**src/rtl/fetch_queue.sv**
```systemverilog
// Instruction fetch stage: PC generator driving a synchronous IM plus a DEPTH-entry
// {pc, inst} queue handed to decode over a valid/ready handshake.
module fetch_queue #(
   parameter logic [31:0] RESET_PC = 32'h0000_0000,
   parameter int unsigned DEPTH    = 4,
   parameter int unsigned ADDR_W   = 16,
   parameter int unsigned CNT_W    = $clog2(DEPTH + 1)
) (
   input  logic              clk,
   input  logic              rst,
   output logic              im_req,
   output logic [ADDR_W-1:0] im_addr,
   input  logic [31:0]       im_rdata,
   input  logic              redirect,
   input  logic [31:0]       redirect_pc,
   output logic              d_valid,
   input  logic              d_ready,
   output logic [31:0]       d_pc,
   output logic [31:0]       d_inst,
   output logic [CNT_W-1:0]  count
);

   localparam int unsigned PTR_W = $clog2(DEPTH);

   logic [31:0]      r_fetch_pc;
   logic             r_inflight;
   logic [31:0]      r_inflight_pc;
   logic [PTR_W-1:0] r_rd_ptr;
   logic [PTR_W-1:0] r_wr_ptr;
   logic [CNT_W-1:0] r_count;
   logic [31:0]      r_pc_mem   [DEPTH];
   logic [31:0]      r_inst_mem [DEPTH];

   logic w_issue;
   logic w_push;
   logic w_pop;
   logic w_unused_rpc;

   // Credits cover both stored entries and the fetch still in flight, so a push never overflows.
   assign w_issue      = !redirect && ((32'(r_count) + 32'(r_inflight)) < DEPTH);
   assign w_push       = r_inflight && !redirect;
   assign w_pop        = d_valid && d_ready && !redirect;
   assign w_unused_rpc = ^redirect_pc[1:0];

   assign im_req  = w_issue;
   assign im_addr = r_fetch_pc[ADDR_W-1:0];
   assign d_valid = (r_count != '0);
   assign d_pc    = r_pc_mem[r_rd_ptr];
   assign d_inst  = r_inst_mem[r_rd_ptr];
   assign count   = r_count;

   always_ff @(posedge clk or negedge rst) begin
      if (!rst) begin
         r_fetch_pc    <= RESET_PC;
         r_inflight    <= 1'b0;
         r_inflight_pc <= '0;
         r_rd_ptr      <= '0;
         r_wr_ptr      <= '0;
         r_count       <= '0;
         for (int unsigned i = 0; i < DEPTH; i++) begin
            r_pc_mem[PTR_W'(i)]   <= '0;
            r_inst_mem[PTR_W'(i)] <= '0;
         end
      end else if (redirect) begin
         // Returning data next cycle is dropped because r_inflight is cleared here.
         r_fetch_pc <= {redirect_pc[31:2], 2'b00};
         r_inflight <= 1'b0;
         r_rd_ptr   <= '0;
         r_wr_ptr   <= '0;
         r_count    <= '0;
      end else begin
         r_inflight <= w_issue;
         if (w_issue) begin
            r_inflight_pc <= r_fetch_pc;
            r_fetch_pc    <= r_fetch_pc + 32'd4;
         end
         if (w_push) begin
            r_pc_mem[r_wr_ptr]   <= r_inflight_pc;
            r_inst_mem[r_wr_ptr] <= im_rdata;
            r_wr_ptr             <= r_wr_ptr + PTR_W'(1);
         end
         if (w_pop) begin
            r_rd_ptr <= r_rd_ptr + PTR_W'(1);
         end
         if (w_push && !w_pop) begin
            r_count <= r_count + CNT_W'(1);
         end else if (w_pop && !w_push) begin
            r_count <= r_count - CNT_W'(1);
         end
      end
   end

endmodule

```
**config.mk**
```make
export PLATFORM = sky130hd
export DESIGN_NAME = fetch_queue
export DESIGN_NICKNAME = d
export VERILOG_FILES = /design/src/rtl/fetch_queue.sv
export SDC_FILE = /design/constraint.sdc
export NUM_CORES = 1
export LEC_CHECK = 0
export ABC_AREA = 0
export ABC_CLOCK_PERIOD_IN_PS = 2600
export CAP_MARGIN = 15
export CORE_MARGIN = 3
export CORE_UTILIZATION = 55
export DETAILED_ROUTE_END_ITERATION = 6
export PLACE_DENSITY = 0.76
export SYNTH_ARGS = -nofsm -noshare
export SYNTH_HDL_FRONTEND = slang
export SYNTH_SLANG_ARGS = --single-unit
```
**constraint.sdc**
```tcl
create_clock -name clk -period 2.6 [get_ports clk]
set_input_delay 0.39 -clock clk [delete_from_list [all_inputs] [get_ports clk]]
set_output_delay 0.39 -clock clk [all_outputs]
set_load 0.01 [all_outputs]
```
Yosys cells after proc, flatten, opt, wreduce, memory -nomap -nowiden --
Index checks and enable logic that the tools add are counted.
Cells by class: bitwise gates (word level) 3, reduce and logical (&&, ||, !) cells 17, $add $sub $neg 6, mux-type cells 20, $lt $le $gt $ge 4
Operators by type and width (number):
- 128-bit bitwise mux | 2
- 32-bit 2-to-1 mux | 7
- 32-bit binary-select mux with 2-bit select | 2
- 32-bit demux with 2-bit select | 1
- 32-bit by 3-bit adder with 32-bit output (second input constant) | 1
- 3-bit 2-to-1 mux | 3
- 2-bit 2-to-1 mux | 4
- 1-bit logical AND | 7
- 3-bit greater-or-equal comparator (second input constant) | 2
- 2-bit inverter with 3-bit output | 2
- 2-bit nonzero test | 3
- 3-bit nonzero test | 2
- 2-bit by 1-bit adder with 2-bit output (second input constant) | 2
- 3-bit by 1-bit adder with 4-bit output | 1
- 4-bit by 3-bit < comparator with 1-bit output (second input constant) | 1
- 2-bit AND reduction | 2
- 3-bit by 1-bit adder with 3-bit output (second input constant) | 1
- 1-bit zero test | 3
- 3-bit by 1-bit < comparator with 1-bit output (second input constant) | 1
- 3-bit by 1-bit subtractor with 3-bit output (second input constant) | 1
- 1-bit 2-to-1 mux | 1
- 1-bit inverter | 1
Word-level totals: output and inout bits 85, bits of input ports 68, bits in registers 328, logic and storage cells 64

Logic depth before layout (Yosys ltp) --
depth after elaboration 7, depth in mapped cells 9, gate-level depth less buffers 7

Worst setup path before layout --
Ideal clock, no wire load.
kind register to output, from register r_rd_ptr[0], to output d_inst[0], path buffers 2, data arrival time 1828 ps, stages on the path, launching flop included 4, data required time 2210 ps, path slack 382 ps, path through dfrtp_1 > clkbuf_1 > buf_1 > mux4_2
Between the ends: longest elaborated chain between the ends 4
RTL lines:
- from (decl) | RTL line 28 | logic [PTR_W-1:0] r_rd_ptr;
- from (signal assigned) | RTL line 83 | r_rd_ptr <= r_rd_ptr + PTR_W'(1);
- 2-bit inverter with 3-bit output (implied by the code) | RTL line 49 | assign d_inst = r_inst_mem[r_rd_ptr];
- 32-bit binary-select mux with 2-bit select | RTL line 49
- 32-bit 2-to-1 mux (implied by the code) (2 in a row) | RTL line 49
- to (decl) | RTL line 19 | output logic [31:0] d_inst,
Every way passes these cells. The select of a mux whose other input is x is not followed.

Worst setup path after layout --
from register r_rd_ptr[0], to output d_inst[11]
The elaborated chain is that of the path after synthesis.

==> impl_metrics.env <==
export IMPL_outcome="finished, final reports clean"
export IMPL_multiInputGateArea_sq_um=5818
export IMPL_setup_ws_ns=0.07013
export IMPL_share_seq_of_total_power_pct=41.0
export IMPL_grt_antenna_before_repair=0
export IMPL_port_buffers=146
export IMPL_postRouteWirelength_mm=29.83
export IMPL_tritoncts_num_buffers=35
export IMPL_gp_routability_congestion=0.8228
export IMPL_final_min_period_over_clock_period_pct=97.30
export IMPL_final_min_period_ns=2.530
export IMPL_cts_htree_levels=2
export IMPL_synthesis_instances=936
export IMPL_leading_area_contributor_after_synthesis="dfrtp_1"
export IMPL_place_hpwl_mm=19.27
export IMPL_grt_start_max_net_pins=71
export IMPL_worst_clock_skew_ns=0.01294
export IMPL_rsz0062_at_grt="no"
export IMPL_fillers=1727
export IMPL_power_share_clock_pct=23.6
export IMPL_max_cap_violations=0
export IMPL_place_worst_setup_slack_ns=0.2892
export IMPL_via_count=8538
export IMPL_number_of_flops_mapped_to_enable_cells_by_yosys=0
export IMPL_synthDistinctLibCells=40
export IMPL_yosys_register_bits=316
export IMPL_synth_top_cell_area_share_pct=56.25
export IMPL_synth_yosys_seq_area_share_pct=56.25
export IMPL_antenna_fix_cells=0
export IMPL_fmax_mhz=395.3
export IMPL_worst_hold_path_type="in -> async"
export IMPL_wl_per_cell_um=20.56
export IMPL_clock_slew_at_reported_path_ffs_ns=0.06
export IMPL_clock_insertion_delay_worst_skew_ns=0.50
export IMPL_drt_drc_violations_left=0
export IMPL_crit_required_ns=2.21
export IMPL_p_int_mw=14.20
export IMPL_detail_route_antenna_nets=0
export IMPL_utilization_pct=70.22
export IMPL_grt_first_pass_wirelength_mm=48.96
export IMPL_number_of_warning_messages_in_the_yosys_log=0
export IMPL_layout_cells_most_common="dfrtp_1"
export IMPL_layout_common_cells="314 x dfrtp_1, 280 x mux2_2, 83 x clkdlybuf4s50_1, 62 x mux4_2, 61 x dlygate4sd2_1"
export IMPL_maximum_resistive_drop_on_vdd_mv=0.5877
export IMPL_gr_total_overflow=0
export IMPL_setup_worst_path_class="reg -> out"
export IMPL_fp_dieArea_sq_um=27510
export IMPL_global_route_usage_total_pct=21.91
export IMPL_die_width_um=165.9
export IMPL_fp_dieH_um=165.9
export IMPL_boundaryPins=153
export IMPL_clk_root_buffer_cell="clkbuf_16"
export IMPL_dr_pass1_iters=4
export IMPL_timing_slew_headroom_pct=62.60
export IMPL_ys_top_cells_by_area="dfrtp_1 56%, mux2_2 22%, mux4_2 9.9%, clkbuf_1 1.2%, buf_4 0.96%"
export IMPL_regToRegSetupSlack_ns=0.32
export IMPL_power_frac_comb_pct=35.4
export IMPL_kind_of_launch_point_of_the_worst_setup_path="register"
export IMPL_numPlacedInstances=1373
export IMPL_floorplan_initialDensity_pct=56.80
export IMPL_ffs_w_async_s_r_synth_pct=100.0
export IMPL_cellPowerDensity_nw_per_um2=1156
export IMPL_std_cell_rows=57
export IMPL_timing_critical_path_arrival_ns=2.14
export IMPL_p_leak_nw=7.629
export IMPL_netSwitchingPower_mw=5.887
export IMPL_nets_final=1175
export IMPL_drive_above_1_share_pct=40.55
export IMPL_cts_path_max_buffers=3
export IMPL_syn_mean_instance_area_sq_um=15.02
export IMPL_final_seq_area_sq_um=7915
export IMPL_r2r_end="r_fetch_pc[25]$_DFFE_PN0N_"
export IMPL_reg2reg_from="r_fetch_pc[4]$_DFFE_PN0N_"
export IMPL_report_final_hold_viol_count=0
export IMPL_maxSlewViolCount=0
export IMPL_area_growth_syn_to_layout_pct=23.62
export IMPL_power_switching_fraction_pct=29.31
export IMPL_synth_top_flop_cell="dfrtp_1"
export IMPL_vias_per_cell=5.884
export IMPL_setup_tns_ns=0
export IMPL_core_area_sq_um=24750
export IMPL_r2r_worst_path_cells=4
export IMPL_first_global_vias=8961
export IMPL_fin_cells=1451
export IMPL_critical_path_peak_fanout=8
export IMPL_setup_worst_path_end_class="primary output"
export IMPL_tightest_slew_ns=0.5610
export IMPL_numClockSinks=316
export IMPL_number_of_design_rule_violations_left_by_the_first_detailed_router_iteration=640
export IMPL_fin_hold_ws_ns=0.3640
export IMPL_final_setup_vio_count=0
export IMPL_synth_area_sq_um=14060
export IMPL_cts_tree="yes"
==> synth_stat cells, types with 4 or more instances <==
master and number:
o21ai_0 10, o31ai_1 13, ha_1 5, buf_1 8, xor2_1 4, nand3_1 12
nor2_1 27, and3_1 6, or3_1 5, clkbuf_1 46, mux2_2 280, dfrtp_1 316
a31oi_1 17, nand2_1 32, or4_1 17, nand4_1 7, xnor2_1 9, buf_4 18
inv_1 7, mux4_2 62
==> flip-flops by register name, indices dropped and copies added, names as in the netlist <==
register       flops
r_inflight_pc     30
r_rd_ptr           2
r_wr_ptr           2
r_inflight         1
r_inst_mem       128
count              3
r_fetch_pc        30
r_pc_mem         120
==> worst max-delay path, stage by stage, from the launching register on <==
cell,delay [ns]
dfrtp_4,0.51
buf_12,0.15
buf_16,0.14
buf_4,0.13
mux4_2,0.40
dlygate4sd2_1,0.30
==> power by group through the flow <==
stage / Combinational [mW] / Clock (mW) / Sequential, mW
final: 7.12 / 4.73 / 8.24
after global routing: 7.66 / 5.07 / 8.51
after CTS: 7.17 / 4.84 / 8.21
after detailed placement: 7.42 / 0 / 8.34
after global placement: 7.26 / 0 / 8.23
after floorplan: 4.60 / 0 / 7.82
==> worst max-delay path by stage <==
stage / start / to / slack, ns / cells after the start
2_1_floorplan: r_rd_ptr[0]$_DFFE_PN0P_ / d_inst[0] / 0.38 / 3
3_3_place_gp: r_rd_ptr[0]$_DFFE_PN0P_ / d_pc[15] / 0.29 / 3
3_5_place_dp: r_rd_ptr[0]$_DFFE_PN0P_ / d_pc[7] / 0.29 / 3
4_1_cts: r_rd_ptr[0]$_DFFE_PN0P_ / d_inst[11] / 0.01 / 5
5_1_grt: r_rd_ptr[0]$_DFFE_PN0P_ / d_inst[11] / 0.02 / 5
6_report: r_rd_ptr[0]$_DFFE_PN0P_ / d_inst[11] / 0.07 / 5
==> layer usage <==
layer / track usage [%] / vias up / routed length [um]
met3: 3.071 / 45 / 1147
met1: 31.83 / 4466 / 13610
met2: 35.64 / 201 / 14500
met4: 5.316 / 0 / 578
li1: - / 3826 / -
met5: 0 / - / 0
==> stage by stage <==
| step | instance area, sq um | total power, mW |
|---|---|---|
| 2_1_floorplan | 14070 | 12.43 |
| 3_3_place_gp | 16140 | 15.48 |
| 3_5_place_dp | 16140 | 15.76 |
| 4_1_cts | 17330 | 20.22 |
| 5_1_grt | 17380 | 21.24 |
| 6_report | 17380 | 20.09 |
==> cell families after synthesis <==
family                   Yosys count  synth area share, %
multiplexers                     345                32.58
other                              1              0.02668
adder cells (fa/ha/maj)            6               0.5875
buffers and inverters             81                2.706
flip-flops                       316                56.25
AND/OR/NAND/NOR                  124                4.584
AO/OA/AOI/OAI                     50                2.457
XOR/XNOR                          13               0.8100
==> final cells by class <==
class	count	share of cell area (%)
clock buffer	52	5.882
multi-input combinational	542	33.48
sequential	316	45.55
inverter	7	0.1512
clock inverter	11	0.5040
tap	324	2.333
timing repair buffer	199	12.10
==> what timing repair did <==
| item | in CTS | in global routing |
|---|---|---|
| hold buffers | 1 | 0 |
| setup buffers | 11 | 1 |
| endpoints found under the hold margin | 32 | 0 |
| resized for setup | 64 | 0 |
| gates cloned | 1 | 1 |
| endpoints found under the setup margin | 62 | 1 |
(Power assumes the default switching activity.)
